File: config.mk
export PLATFORM = sky130hd
export DESIGN_NAME = ula_seq
export DESIGN_NICKNAME = d
export VERILOG_FILES = /design/src/rtl/ula_seq.sv
export SDC_FILE = /design/constraint.sdc
export NUM_CORES = 1
export LEC_CHECK = 0
export ABC_CLOCK_PERIOD_IN_PS = 860
export CAP_MARGIN = 20
export CORE_ASPECT_RATIO = 1.1
export CORE_UTILIZATION = 48
export CTS_BUF_LIST = sky130_fd_sc_hd__clkbuf_2 sky130_fd_sc_hd__clkbuf_4 sky130_fd_sc_hd__clkbuf_8
export DETAILED_ROUTE_END_ITERATION = 7
export GPL_TIMING_DRIVEN = 1
export PLACE_DENSITY = 0.79
export REMOVE_ABC_BUFFERS = 1
export SYNTH_ARGS = -nofsm -noshare
export SYNTH_HDL_FRONTEND = slang
export SYNTH_SLANG_ARGS = --single-unit
File: constraint.sdc
create_clock -name clk_2 -period 0.86 [get_ports clk_2]
set_clock_uncertainty 0.2 [all_clocks]
set_input_delay 0.129 -clock clk_2 [delete_from_list [all_inputs] [get_ports clk_2]]
set_output_delay 0.129 -clock clk_2 [all_outputs]
set_load 0.01 [all_outputs]
File: src/rtl/ula_seq.sv
// Registered NBITS-wide ULA with start/done handshake and status flags.
// Define ULA_MUL_EN to build the multi-cycle shift-add multiplier on opcode 011.
module ula_seq #(
  parameter int NBITS = 8
) (
  input  logic             clk_2,
  input  logic             reset,
  input  logic             start,
  input  logic [NBITS-1:0] a,
  input  logic [NBITS-1:0] b,
  input  logic [2:0]       f,
  output logic             busy,
  output logic             done,
  output logic [NBITS-1:0] y,
  output logic             zero,
  output logic             neg,
  output logic             carry,
  output logic             ovf,
  output logic             err
);

  localparam int MSB = NBITS - 1;

`ifdef ULA_MUL_EN
  localparam logic MUL_OFF = 1'b0;
  localparam int   CW      = $clog2(NBITS);
  // State bits double as the done/busy flops.
  typedef enum logic [1:0] {
    S_IDLE = 2'b00,
    S_DONE = 2'b01,
    S_MUL  = 2'b10
  } state_t;
`else
  localparam logic MUL_OFF = 1'b1;
  typedef enum logic [0:0] {
    S_IDLE = 1'b0,
    S_DONE = 1'b1
  } state_t;
`endif

  state_t state;

  assign done = state[0];
`ifdef ULA_MUL_EN
  assign busy = state[1];
`else
  assign busy = 1'b0;
`endif

  logic [NBITS:0]   sum;
  logic [NBITS:0]   diff;
  logic [NBITS-1:0] alu_y;
  logic             alu_c;
  logic             alu_o;
  logic             alu_e;

  always_comb begin
    sum   = {1'b0, a} + {1'b0, b};
    diff  = {1'b0, a} - {1'b0, b};
    alu_y = '0;
    alu_c = 1'b0;
    alu_o = 1'b0;
    alu_e = 1'b0;
    case (f)
      3'b000: alu_y = a & b;
      3'b001: alu_y = a | b;
      3'b010: begin
        alu_y = sum[NBITS-1:0];
        alu_c = sum[NBITS];
        alu_o = (a[MSB] == b[MSB]) && (sum[MSB] != a[MSB]);
      end
      3'b011: alu_e = MUL_OFF;
      3'b100: alu_y = a & ~b;
      3'b101: alu_y = a | ~b;
      3'b110: begin
        alu_y = diff[NBITS-1:0];
        alu_c = diff[NBITS];
        alu_o = (a[MSB] != b[MSB]) && (diff[MSB] != a[MSB]);
      end
      default: alu_y = {{(NBITS-1){1'b0}}, (a < b)};
    endcase
  end

`ifdef ULA_MUL_EN
  logic [2*NBITS-1:0] acc;
  logic [2*NBITS-1:0] acc_nx;
  logic [2*NBITS-1:0] mcand;
  logic [NBITS-1:0]   mplier;
  logic [CW-1:0]      cnt;

  always_comb begin
    acc_nx = acc;
    if (mplier[0]) acc_nx = acc + mcand;
  end
`endif

  always_ff @(posedge clk_2 or posedge reset) begin
    if (reset) begin
      state <= S_IDLE;
      y     <= '0;
      zero  <= 1'b1;
      neg   <= 1'b0;
      carry <= 1'b0;
      ovf   <= 1'b0;
      err   <= 1'b0;
`ifdef ULA_MUL_EN
      acc    <= '0;
      mcand  <= '0;
      mplier <= '0;
      cnt    <= '0;
`endif
    end else begin
`ifdef ULA_MUL_EN
      if (state == S_MUL) begin
        acc    <= acc_nx;
        mcand  <= mcand << 1;
        mplier <= mplier >> 1;
        cnt    <= cnt + 1'b1;
        if (cnt == CW'(NBITS - 1)) begin
          state <= S_DONE;
          y     <= acc_nx[NBITS-1:0];
          zero  <= (acc_nx[NBITS-1:0] == '0);
          neg   <= acc_nx[MSB];
          carry <= |acc_nx[2*NBITS-1:NBITS];
          ovf   <= 1'b0;
          err   <= 1'b0;
        end
      end else
`endif
      if (start) begin
`ifdef ULA_MUL_EN
        if (f == 3'b011) begin
          state  <= S_MUL;
          mcand  <= {{NBITS{1'b0}}, a};
          mplier <= b;
          acc    <= '0;
          cnt    <= '0;
        end else
`endif
        begin
          state <= S_DONE;
          y     <= alu_y;
          zero  <= (alu_y == '0);
          neg   <= alu_y[MSB];
          carry <= alu_c;
          ovf   <= alu_o;
          err   <= alu_e;
        end
      end else begin
        state <= S_IDLE;
      end
    end
  end

endmodule
==> metrics, run 1 <==
Resize count post-CTS=between 200 and 300; Port-buffer cells=35; Post-Syn Instances=roughly 210; htree depth=1; # Post-CTS Setup Buffers=40; CTS sink cnt=13; Syn Area/Cell=roughly 8.2 sq um; Placer Congestion=between 0.8 and 0.9; TritonCTS buffer count=3; Mapped Area=1740 sq um; Clock Tree Root=clkbuf_4; initial core utilization=0.513; FFs w/ async S/R, synth=1.00; post-synthesis register bit count=13; pre-CTS setup slack=-2100 ps; IO Count=37; Die Ht=about 65 um; number of synthesized flops with an enable pin=0; # rows=22; hold_buf cts=0; Run Error=[ERROR DPL-0038] Utilization greater than 100%, impossible to legalize; Failed at=clock tree synthesis (4_1_cts); status=stopped before the end; dpl hpwl=approximately 4000 um; yosys warns=0; part of the Yosys area used for sequential elements=0.188; Synth Flop Type=dfrtp_1; Max clock buf depth=2; Cell variety after synth=55; DIE WIDTH=about 59 um
==> logic make-up after synthesis <==
| group | synth area share |
|---|---|
| AOI/OAI and AO/OA | 0.234 |
| and+or+nand+nor | 0.200 |
| adders and majority gates | 0.193 |
| muxes | 0.0433 |
| buffers and inverters | 0.0887 |
| DFF | 0.188 |
| other | 0.00216 |
| xor gates and xnor gates | 0.0505 |
==> stage by stage <==
stage	std cells	TNS, ps	cell area, sq um
detailed placement	353	-24700	2600
global placement	353	-23860	2600
floorplan	198	-10470	1650
==> Yosys cell counts, drive strengths merged (7+ instances only) <==
library cell | number | share of area
nand2 | 13 | 0.028
clkbuf | 7 | 0.021
xor2 | 9 | 0.045
ha | 17 | 0.12
nor2 | 16 | 0.035
dfrtp | 12 | 0.17
o21ai | 9 | 0.026
buf | 7 | 0.029
inv | 17 | 0.037
a21oi | 9 | 0.026
maj3 | 8 | 0.048
o211ai | 7 | 0.030
nor2b | 8 | 0.029
==> run 2, diff against run 1 <==
==> config.mk (replaced) <==
export PLATFORM = sky130hd
export DESIGN_NAME = ula_seq
export DESIGN_NICKNAME = d
export VERILOG_FILES = /design/src/rtl/ula_seq.sv
export SDC_FILE = /design/constraint.sdc
export NUM_CORES = 1
export LEC_CHECK = 0
export ABC_CLOCK_PERIOD_IN_PS = 1100
export CAP_MARGIN = 20
export CORE_UTILIZATION = 38
export DETAILED_ROUTE_END_ITERATION = 7
export GPL_TIMING_DRIVEN = 1
export PLACE_DENSITY_LB_ADDON = 0.15
export REMOVE_ABC_BUFFERS = 1
export SYNTH_ARGS = -nofsm -noshare
export SYNTH_HDL_FRONTEND = slang
export SYNTH_SLANG_ARGS = --single-unit
==> constraint.sdc (replaced) <==
create_clock -name clk_2 -period 1.1 [get_ports clk_2]
set_clock_uncertainty 0.2 [all_clocks]
set_input_delay 0.165 -clock clk_2 [delete_from_list [all_inputs] [get_ports clk_2]]
set_output_delay 0.165 -clock clk_2 [all_outputs]
set_load 0.01 [all_outputs]
==> run 2 against run 1 <==
  * The flow now finishes, with violations (setup timing)
  * Synthesized area is the same
  * Synthesized cell count is the same
==> metrics, run 2 <==
DR WL met2=3360 um; antenna-violating nets left=0; Worst-Margin Slew=529 ps; critical path type=input port to flip-flop; Syn Area/Cell=8.19 sq um (unchanged); largest area contributor in the synthesized netlist=dfrtp_1; yosys warns=0 (unchanged); TritonCTS buffer count=3 (unchanged); CP Capture Type=flip-flop; Worst VDD drop=between 0.6 and 0.7 mV; failing checks=setup timing; commonest non-fill, non-tap cell in the layout=buf_4; PD cells=about 770 nW/um^2; met3 wire len=approximately 170 um; critical path arrival=2140 ps; Final Cycle Share=1.98; initial antenna violation count=0; Pleak=roughly 1.5 nW; CP Launch Type=input port; final wirelength=roughly 6400 um; ranking of synthesized cells by area=dfrtp_1 (17%), ha_1 (12%), xor2_1 (4.5%), inv_1 (3.7%), maj3_1 (3.5%); Clock Latency Late Sink=between 200 and 300 ps; Placed Cells=355 (+0.57%); r2r setup slk=30 ps; pre-CTS setup slack=-1900 ps (+206 ps); Seq. cell area=approximately 330 sq um; Mapped Area=1740 sq um (unchanged); drt first pass iters=4; Cell variety after synth=55 (unchanged); filler instances=between 200 and 300; IO Count=37 (unchanged); die area=around 4800 sq um; GRT Overall Usage=0.272; starting DRC count in detailed routing=96; Synth top area share=0.173 (unchanged); CTS tree=yes; initial core utilization=0.396 (-0.117); htree depth=1 (unchanged); largest net degree at the start of global routing=13; Total Power=2.65 mW; # DRC=0; Post-Layout Cell Count=around 380; P&R area growth vs syn=99.1%; max reg flops=8; commonest cells after routing, fill and taps aside=buf_4 (68), buf_6 (31), buf_2 (17); share of layout cells above drive strength 1=0.663; Clock Tree Root=clkbuf_8; status=finished with violations; vias in the first global route=approximately 2200; drt wl/cell=~17 um; r2r startpoint=y[3]$_DFFE_PP0P_; Via density=~5.5; FFs w/ async S/R, synth=1.00 (unchanged); reg2reg end=y[3]$_DFFE_PP0P_; worst-path cell chain=buf_8 > inv_6 > ha_4 > inv_4 > fa_2 > mux2i_1 > o21ai_1 > a21oi_2 > o211ai_1 > or4_4 > o41ai_2; wl on met1=about 2700 um; Buf+Inv Stages, Crit Path=3; Vias=2094; Worst R2R Path Depth=2; Setup TNS=-8510 ps; post-synthesis register bit count=13 (unchanged); crit-path max FO=3; Placer Congestion=0.881 (+0.41%); GRT Residual Overflow=0; count of final setup violators=25; Final Max Tran Viols=0; final period demand of the worst path=2180 ps; DIE WIDTH=69.6 um (+17%); Reg clk slew, reported paths=about 60 ps; Final Instance Area=~3500 sq um; part of the Yosys area used for sequential elements=0.188 (unchanged); Multi-input gate area=1770 sq um; FMAX=between 400 and 500 MHz; Die Ht=69.6 um (+6.9%); Biggest register=y; Max clock buf depth=2 (unchanged); CTS sink cnt=13 (unchanged); Antenna Cells=0; Top Layer Used=met4; Util after Layout=0.788; nets=374; Synth Flop Type=dfrtp_1; dpl hpwl=4180 um (+4.8%); CP peak stage delay=~430 ps; # rows=24 (+9.1%); Post-Syn Instances=212 (unchanged); placed cell area=2600 sq um (about the same); Slew HR=0.645; first-pass GRT wire length=10400 um; Synth top cells by count=ha_1 (17), inv_1 (17), nor2_1 (16); maxcap violations=0; CP top delay family=compound AO/OA/AOI/OAI gates; Critical Path RT=around 1100 ps; number of synthesized flops with an enable pin=0 (unchanged); CP max stage cell=or4_4; RSZ-0062 raised after global routing=yes; Port-buffer cells=35 (unchanged); Final Hold Violating Endpoints=0; Min Hold Slack=~46 ps; core box area=between 4000 and 5000 sq um; final setup margin=-1080 ps; worst hold path class=input port to asynchronous set/reset pin
## run 2: cell counts after synthesis
No cell type changed its count.
## run 2: power breakdown
group	internal [mW]	switching, mW
logic	0.914	0.735
clock network	0.251	0.185
registers	0.536	0.0296
## run 2: worst max path at each step
stage	cells after the start	endpoint	start
final	11	zero$_DFFE_PP1P_	a[0]
after global routing	11	zero$_DFFE_PP1P_	a[0]
after CTS	11	zero$_DFFE_PP1P_	a[0]
after detailed placement	11	zero$_DFFE_PP1P_	a[0]
after global placement	11	zero$_DFFE_PP1P_	a[0]
after floorplan	8	zero$_DFFE_PP1P_	b[3]
## run 2: layer usage
layer  track usage  up-vias
met3        0.0480       23
li1              -     1004
met2         0.497       50
met4         0.107        0
met5             0        -
met1         0.310     1017
## run 2: cell families (layout without fill, tap and decap cells)
kind of cell / Yosys count / count (layout) / synth area share
mux: 7 / 7 / 0.0433
fa+ha+maj: 27 / 27 / 0.193
flops: 13 / 13 / 0.188
simple gates: 66 / 66 / 0.200
buf+inv: 32 / 152 / 0.0887
other cells: 1 / 1 / 0.00216
compound gates: 56 / 56 / 0.234
xor+xnor: 10 / 10 / 0.0505
## run 2: repair_timing
action / CTS / global route
cloned: 3 / 0
hold buffers: 0 / 0
resized for setup: 260 / 37
setup buffers: 22 / 6
endpoints found under the setup margin: 26 / 26
endpoints found under the hold margin: 0 / 0
pin swaps: 51 / 25
## run 2: tightest hold or removal path: stages
cell	delay, ps
clkdlybuf4s50_1	400
inv_1	100
buf_4	160
## run 2: area by class of cell
type,count,area share
multi-input cells,167,0.513
flip-flops and latches,13,0.0945
inverters,18,0.0253
clock buffers,3,0.0119
repair buffers,130,0.335
clock inverters,1,0.00145
well taps,52,0.0188
Power figures use the tool's default switching activity.
==> run 3, diff against run 2 <==
--- a/config.mk
+++ b/config.mk
@@ -7,7 +7,9 @@
 export LEC_CHECK = 0
 export ABC_CLOCK_PERIOD_IN_PS = 1100
 export CAP_MARGIN = 20
+export CORE_MARGIN = 2
 export CORE_UTILIZATION = 38
+export CTS_CLUSTER_DIAMETER = 60
 export DETAILED_ROUTE_END_ITERATION = 7
 export GPL_TIMING_DRIVEN = 1
 export PLACE_DENSITY_LB_ADDON = 0.15
==> run 3 against run 2 <==
  * The run still ends with setup timing left
  * Global-route usage down 3.1 points
  * Sequential power about the same
  * First-iteration DRC count grew 6.3%
  * Routed wire length decreased by 3.3%
  * Hold slack lost 7.9 ps
  * Via count shrank 1.2%
  * Die area rose by 5.8%
  * Cell area fell by 7.4%
  * Flip-flop and latch count unchanged
  * Sequential share of layout area up 0.76 points
  * Clock-buffer cell count rose by 1
  * Critical path type unchanged
  * Highest routed layer unchanged
==> metrics, run 3 (same netlist as run 2, synthesis figures left out) <==
status=finished with violations; failing checks=setup timing; DIE WIDTH=71.6 um (+2.9%); final wirelength=6220 um (-3.3%); initial core utilization=0.396 (unchanged); Pleak=1.45 nW (-5.8%); TritonCTS buffer count=3 (unchanged); drt first pass iters=4 (unchanged); crit-path max FO=3 (unchanged); dpl hpwl=4190 um (+0.17%); CTS sink cnt=13 (unchanged); Post-Layout Cell Count=384 (unchanged); Final Cycle Share=2.06 (+0.0744); worst-path cell chain=buf_8 > inv_6 > ha_4 > inv_2 > fa_2 > mux2i_1 > o21ai_1 > a21oi_2 > o211ai_1 > or4_4 > o41ai_2; hold_buf cts=0 (unchanged); commonest cells after routing, fill and taps aside=buf_4 (78), buf_6 (25), nor2_1 (14); antenna-violating nets left=0 (unchanged); max reg flops=8 (unchanged); die area=5120 sq um (+5.8%); reg2reg end=y[7]$_DFFE_PP0P_; Vias=2068 (-1.2%); Worst VDD drop=0.920 mV (+33%); Port-buffer cells=35 (unchanged); share of layout cells above drive strength 1=0.599 (-0.0633); largest net degree at the start of global routing=18 (+5); Util after Layout=0.730 (-0.0585); r2r setup slk=0 ps (-30 ps); Slew HR=0.580 (-0.0648); Clock Latency Late Sink=240 ps (about the same); Via density=5.39 (-1.2%); critical path arrival=2210 ps (+70 ps); Biggest register=y; CTS tree=yes; # DRC=0 (unchanged); commonest non-fill, non-tap cell in the layout=buf_4; starting DRC count in detailed routing=102 (+6.3%); Total Power=2.49 mW (-6.1%); r2r startpoint=y[7]$_DFFE_PP0P_; Placed Cells=359 (+1.1%); Placer Congestion=0.838 (-5.0%); CP Capture Type=flip-flop; CP endpoint=zero$_DFFE_PP1P_; final setup margin=-1160 ps (-81.8 ps); vias in the first global route=2119 (-5.7%); Die Ht=71.6 um (+2.9%); IO Count=37 (unchanged); count of final setup violators=25 (unchanged); Worst-Margin Slew=625 ps (+96.5 ps); P&R area growth vs syn=84.4%; Antenna Cells=0 (unchanged); Worst R2R Path Depth=4 (+2); Critical Path RT=1050 ps (about the same); Clock Tree Root=clkbuf_8; htree depth=1 (unchanged); Setup crit start=a[0]; CP max stage cell=or4_4; RSZ-0062 raised after global routing=yes; PD cells=778 nW/um^2 (+1.5%); drt wl/cell=16.2 um (-3.3%); core box area=4380 sq um (unchanged); final period demand of the worst path=2260 ps (+81.8 ps); critical path type=input port to flip-flop; # rows=24 (unchanged); CP Launch Type=input port; maxcap violations=0 (unchanged); first-pass GRT wire length=9770 um (-6.1%); initial antenna violation count=0 (unchanged); CP peak stage delay=520 ps (+90 ps); GRT Residual Overflow=0 (unchanged); FMAX=442 MHz (-3.6%); Reg clk slew, reported paths=50 ps (about the same); Max clock buf depth=2 (unchanged); Final Hold Violating Endpoints=0 (unchanged); nets=374 (unchanged); GRT Overall Usage=0.240 (-0.0315); worst hold path class=input port to asynchronous set/reset pin; Final Max Tran Viols=0 (unchanged)
[run 3: cell types whose count changed in the layout (fill, tap and decap cells not counted), sizes merged]
cell	delta
clkbuf	+5
dlygate4sd2	+2
inv	-1
clkdlybuf4s50	+1
bufbuf	-1
buf	-6
[run 3: layout make-up]
cell class              instances  area, sq um
fillers                       329         1180
clock buffers                   4         45.0
multi-input cells             167         1620
flip-flops and latches         13          327
inverters                      18         78.8
well taps                      52         65.1
repair buffers                130         1060
[run 3: critical path: cells and delay by family]
kind,cells,cell delay [ps]
muxes,1,170
AOI/OAI and AO/OA,4,600
adders and majority gates,2,580
buffers and inverters,3,170
and+or+nand+nor,1,520
[run 3: where the power goes]
group | internal [mW] | switching, mW | leakage, nW
Combinational | 0.813 | 0.683 | 1.27
Sequential | 0.536 | 0.0295 | 0.158
Clock | 0.256 | 0.172 | 0.0228
Total | 1.60 | 0.885 | 1.45
[run 3: worst min-delay path by stage]
| stage | start | to | cells past startpoint |
|---|---|---|---|
| after floorplan | reset | carry$_DFFE_PP0P_ | 1 |
| after global placement | y[2]$_DFFE_PP0P_ | y[2]$_DFFE_PP0P_ | 1 |
| after detailed placement | y[2]$_DFFE_PP0P_ | y[2]$_DFFE_PP0P_ | 1 |
| after CTS | reset | done$_DFF_PP0_ | 3 |
| after global routing | reset | done$_DFF_PP0_ | 3 |
| final | reset | done$_DFF_PP0_ | 3 |
[run 3: stage by stage]
stage	setup TNS (ps)	setup slack, ps	cell area, sq um	hold WS, ps
after floorplan	-8180	-1240	1650	-159
after global placement	-18790	-1810	2620	271
after detailed placement	-19130	-1900	2620	277
after CTS	-9230	-1110	3040	46.1
after global routing	-10580	-1220	3200	108
final	-9490	-1160	3200	38.2
[run 3: repair_timing]
action | in CTS | in global routing
buffers inserted | 22 | 5
setup endpoints to repair | 26 | 26
cloned | 2 | 0
gates resized for setup | 191 | 42
pin swaps | 33 | 21
[run 3: metal layers]
metal | track usage | vias up | routed length (um)
li1 | - | 1002 | -
met1 | 0.293 | 996 | 2600
met2 | 0.434 | 64 | 3240
met3 | 0.0436 | 6 | 308
met4 | 0.0629 | 0 | 71
met5 | 0 | - | 0
==> run 4, diff against run 3 <==
--- a/config.mk
+++ b/config.mk
@@ -5,10 +5,12 @@
 export SDC_FILE = /design/constraint.sdc
 export NUM_CORES = 1
 export LEC_CHECK = 0
-export ABC_CLOCK_PERIOD_IN_PS = 1100
+export ABC_CLOCK_PERIOD_IN_PS = 2080
 export CAP_MARGIN = 20
+export CELL_PAD_IN_SITES_DETAIL_PLACEMENT = 1
+export CELL_PAD_IN_SITES_GLOBAL_PLACEMENT = 2
 export CORE_MARGIN = 2
-export CORE_UTILIZATION = 38
+export CORE_UTILIZATION = 27
 export CTS_CLUSTER_DIAMETER = 60
 export DETAILED_ROUTE_END_ITERATION = 7
 export GPL_TIMING_DRIVEN = 1
@@ -17,3 +19,4 @@
 export SYNTH_ARGS = -nofsm -noshare
 export SYNTH_HDL_FRONTEND = slang
 export SYNTH_SLANG_ARGS = --single-unit
+export TNS_END_PERCENT = 5
==> constraint.sdc (replaced) <==
create_clock -name clk_2 -period 2.08 [get_ports clk_2]
set_clock_uncertainty 0.2 [all_clocks]
set_input_delay 0.312 -clock clk_2 [delete_from_list [all_inputs] [get_ports clk_2]]
set_output_delay 0.312 -clock clk_2 [all_outputs]
set_load 0.01 [all_outputs]
==> run 4 against run 3 <==
  * The run still ends with setup timing left
  * Die area rose by 38%
  * Largest power group unchanged
  * Clock power down 49%
  * Sequential power down 47%
  * First-iteration DRC count shrank 79%
  * Critical endpoint unchanged
  * Combinational power is 51% lower
  * Non-clock buffer count decreased by 13
  * Largest cell class unchanged
  * Highest routed layer unchanged
==> metrics, run 4 (same netlist as run 2, synthesis figures left out) <==
commonest non-fill, non-tap cell in the layout=buf_4; PD cells=405 nW/um^2 (-48%); crit-path max FO=3 (unchanged); core box area=6280 sq um (+43%); maxcap violations=0 (unchanged); Total Power=1.25 mW (-50%); first-pass GRT wire length=10400 um (+6.3%); TritonCTS buffer count=3 (unchanged); failing checks=setup timing; antenna-violating nets left=0 (unchanged); Min Hold Slack=196 ps (+157 ps); Max clock buf depth=2 (unchanged); # DRC=0 (unchanged); CP Launch Type=input port; GRT Overall Usage=0.178 (-0.0625); Reg clk slew, reported paths=50 ps (about the same); Via density=4.89 (-9.1%); RSZ-0062 raised after global routing=yes; critical path type=input port to flip-flop; drt wl/cell=15.0 um (-7.6%); nets=361 (-3.5%); Port-buffer cells=35 (unchanged); final setup margin=-231 ps (+931 ps); FMAX=between 400 and 500 MHz; Final Max Tran Viols=0 (unchanged); htree depth=1 (unchanged); initial antenna violation count=0 (unchanged); CP Capture Type=flip-flop; Critical Path RT=2030 ps (+980 ps); Die Ht=84.2 um (+18%); drt first pass iters=4 (unchanged); DIE WIDTH=84.2 um (+18%); status=finished with violations; max reg flops=8 (unchanged); hold_buf cts=0 (unchanged); count of final setup violators=6 (-76%); die area=7080 sq um (+38%); P&R area growth vs syn=78.1%; final period demand of the worst path=2310 ps; Antenna Cells=0 (unchanged); Vias=1938 (-6.3%); critical path arrival=2260 ps (+50 ps); Pleak=1.37 nW (-5.5%); Worst VDD drop=0.397 mV (-57%); Clock Tree Root=clkbuf_8; dpl hpwl=4760 um (+14%); # rows=29 (+21%); share of layout cells above drive strength 1=0.505 (-0.0947); largest net degree at the start of global routing=18 (unchanged); CTS sink cnt=13 (unchanged); CTS tree=yes; initial core utilization=0.276 (-0.119); IO Count=37 (unchanged); vias in the first global route=2106 (-0.61%); final wirelength=5920 um (-4.8%); starting DRC count in detailed routing=21 (-79%); Clock Latency Late Sink=240 ps (about the same); r2r setup slk=1130 ps (+1130 ps); GRT Residual Overflow=0 (unchanged); Final Cycle Share=1.11; commonest cells after routing, fill and taps aside=buf_4 (75), clkdlybuf4s50_1 (17), nor2_1 (13), nand2_1 (13), dfrtp_1 (12); Final Hold Violating Endpoints=0 (unchanged); Biggest register=y; Util after Layout=0.492 (-0.237); worst hold path class=input port to asynchronous set/reset pin; Placer Congestion=0.840 (+0.21%)
run 4: path summary, 6_finish.rpt:
check | from | to | depth (start not counted)
min reg2reg | y[2]$_DFFE_PP0P_ | y[2]$_DFFE_PP0P_ | 1
max reg2reg | y[6]$_DFFE_PP0P_ | y[6]$_DFFE_PP0P_ | 1
min | reset | y[1]$_DFFE_PP0P_ | 2
max in group asynchronous | reset | zero$_DFFE_PP1P_ | 2
min in group clk_2 | y[2]$_DFFE_PP0P_ | y[2]$_DFFE_PP0P_ | 1
max | a[0] | zero$_DFFE_PP1P_ | 9
run 4: critical path: stages:
cell and delay [ps]:
buf_12 110, ha_4 160, fa_2 330, nor2b_2 170
o21ai_1 170, a211o_1 160, nand3_2 90, or4_4 540
o41ai_2 200
run 4: where the power goes:
group / internal, mW / switching, mW / leakage, nW
clock: 0.135 / 0.0833 / 0.0228
sequential: 0.284 / 0.0150 / 0.158
combinational: 0.407 / 0.327 / 1.19
total: 0.826 / 0.425 / 1.37
run 4: cell type report:
type,count,area [sq um]
Clock buffer,4,45.0
Multi-Input combinational cell,167,1550
Timing Repair Buffer,117,992
Fill cell,732,3190
Tap cell,77,96.3
Inverter,18,81.3
Sequential cell,13,327
run 4: metal layers:
| metal | GRT usage | up-vias | share of wire |
|---|---|---|---|
| met3 | 0.00983 | 4 | 0.017 |
| met5 | 0 | - | 0 |
| met2 | 0.331 | 28 | 0.52 |
| met4 | 0.0279 | 0 | 0.0081 |
| met1 | 0.230 | 938 | 0.46 |
| li1 | - | 968 | - |
run 4: per-stage QoR:
step | cell area (sq um) | cells | setup slack, ps | TNS [ps]
2_1_floorplan | 1650 | 198 | -412 | -556
5_1_grt | 3090 | 396 | -297 | -1190
3_3_place_gp | 2640 | 383 | -1030 | -7360
3_5_place_dp | 2640 | 383 | -1130 | -7940
6_report | 3090 | 396 | -231 | -590
4_1_cts | 3000 | 396 | -234 | -743
run 4: what timing repair did:
item,4_1_cts,5_1_grt
setup endpoints to repair,11,10
setup buffers,9,0
pin swaps,28,6
gates resized for setup,97,29
==> patch: new RTL, flow settings as in run 4 <==
The option `ULA_MUL_EN` is turned on by a define.
--- a/src/rtl/ula_seq.sv
+++ b/src/rtl/ula_seq.sv
@@ -1,5 +1,7 @@
 // Registered NBITS-wide ULA with start/done handshake and status flags.
 // Define ULA_MUL_EN to build the multi-cycle shift-add multiplier on opcode 011.
+`define ULA_MUL_EN
+
 module ula_seq #(
   parameter int NBITS = 8
 ) (
Formal check against the unedited RTL: not equivalent (a bounded check fails within 4 cycles, from zero or initial values and one cycle with reset high).
==> patch against run 4 <==
- power rose to 5.5 times the old value
- area after synthesis rose to 2.6 times the old value
- sequential share of layout area rose by 10 points
- sequential cell count rose by 43
- sequential power rose to 5.6 times the old value
- wire length rose to 2.7 times the old value
- design area rose by 120%
- setup slack got worse by 730 ps
- critical endpoint is now carry
- count of clock-buffer cells in the layout rose by 1
- maximum frequency fell by 24%
- register-to-register slack got worse by 2100 ps
- clock power rose to 4.1 times the old value
- the flow still finishes with violations (negative setup slack)
==> patch: results (changes against run 4) <==
- Postcts setup bufs: 8 (-1)
- CP max stage cell: dfrtp_1
- Yosys cell types: 72 (+31%)
- Internal power: 4.11 mW (+400%)
- CP max FO: 2 (-1)
- Area contributors post-synth: dfrtp_1 (30%), ha_1 (9.4%), a21oi_1 (5.5%)
- CTS root buf: clkbuf_16
- Placed Instances: 933 (+140%)
- Biggest regs: acc: 16 flops, mcand: 16 flops
- Leak: 3.23 nW (+140%)
- Outcome: complete, but fails checks
- HPWL after DPL: 12600 um (+170%)
- Type of the worst min-delay path: input port to asynchronous set/reset pin
- Asr flop ratio synth: 1.00 (unchanged)
- Total number of vias: 4742 (+140%)
- 1st-iter DRT viols: 125 (+500%)
- Hold Vio Cnt, Final: 0 (unchanged)
- Overall Global Routing Usage: 0.186 (+0.00803)
- Setup CP Type: flop to flop
- H-tree Lvls: 2 (+1)
- Gate Count Post-Synth: 547 (+160%)
- Peak supply drop: 332 uV (-16%)
- Setup WS pre-CTS: -1290 ps (-164 ps)
- N_diodes: 0 (unchanged)
- Ys Warns: 0 (unchanged)
- Nets: 787 (+120%)
- Seq/Total Area, Yosys: 0.309 (+0.121)
- Final TNS setup: -11160 ps (-10570 ps)
- Clock buffers created by TritonCTS: 5 (+2)
- Fillers: 1951 (+170%)
- R2r startpoint: acc[0]
- Slew headroom: 0.646
- Most frequent cells after synthesis: nand2_1 (62), dfrtp_1 (55), a21oi_1 (50)
- PortBufs: 35 (unchanged)
- WP data arrival: 3030 ps (+770 ps)
- DRT Pass-1 Iters: 4 (unchanged)
- Clock tree buffer depth: 2 (unchanged)
- Vias/cell: 5.00 (+2.1%)
- Setup ws final: -964 ps (-733 ps)
- Initial antenna violation count: 0 (unchanged)
- Worst-path clk slew: 80 ps (+30 ps)
- Failing checks: negative setup slack
- Post_cts resized: 35 (-64%)
- Routability Congestion: 0.827 (-1.4%)
- Final WL: 16200 um (+170%)
- Largest net degree at the start of global routing: 57 (+39)
- Number of global-route vias before repair: 5049 (+140%)
- First-pass GRT wire length: 26400 um (+150%)
- CP peak stage delay: 390 ps (-150 ps)
- Setup violations, final: 23 (+17)
- Clk Latency, worst-skew pair: 310 ps (+70 ps)
- Post-DP Area: 6330 um^2 (+140%)
- Share of layout cells above drive strength 1: 0.344 (-0.160)
- Area leader, netlist: dfrtp_1
[patch: kinds of logic after synthesis]
kind of cell	synth area share
AOI/OAI and AO/OA	0.275
adders and majority gates	0.107
xor gates and xnor gates	0.0271
and+or+nand+nor	0.174
DFF	0.309
buffers and inverters	0.0569
other	0.000827
muxes	0.0494
[patch: worst paths after layout]
kind / end / slack [ps] / depth (start not counted)
worst max-delay path: carry / -960 / 10
worst min-delay path: cnt[1] / 170 / 3
worst max register to register: carry / -960 / 10
worst min register to register: mplier[2] / 290 / 2
max in group asynchronous: zero / 1180 / 3
min in group clk_2: mplier[2] / 290 / 2
[patch: per-layer routing]
metal	GRT usage	part of all wire
met5	0	0
met4	0.0426	0.0090
met3	0.0152	0.012
met2	0.332	0.51
met1	0.244	0.47
[patch: power groups by stage]
stage / combinational (mW) / sequential (mW) / clock, mW
6_report: 4.34 / 1.67 / 0.896
5_1_grt: 4.79 / 1.71 / 0.970
4_1_cts: 4.11 / 1.67 / 0.925
3_5_place_dp: 3.83 / 1.67 / 0
3_3_place_gp: 3.74 / 1.67 / 0
2_1_floorplan: 1.87 / 1.70 / 0
[patch: worst max-delay path: cells and delay by family, from the launching register on]
kind                       cells  cell delay [ps]
AOI/OAI and AO/OA              7             1620
adders and majority gates      2              570
DFF                            1              390
xor gates and xnor gates       1              160
[patch: cell type report]
type | count | area, um^2 | share of cell area
multi-input cells | 431 | 3120 | 0.460
well taps | 220 | 275 | 0.0406
repair buffers | 210 | 1750 | 0.258
inverters | 24 | 90.1 | 0.0133
flip-flops and latches | 56 | 1400 | 0.207
clock inverters | 3 | 22.5 | 0.00332
clock buffers | 5 | 125 | 0.0185
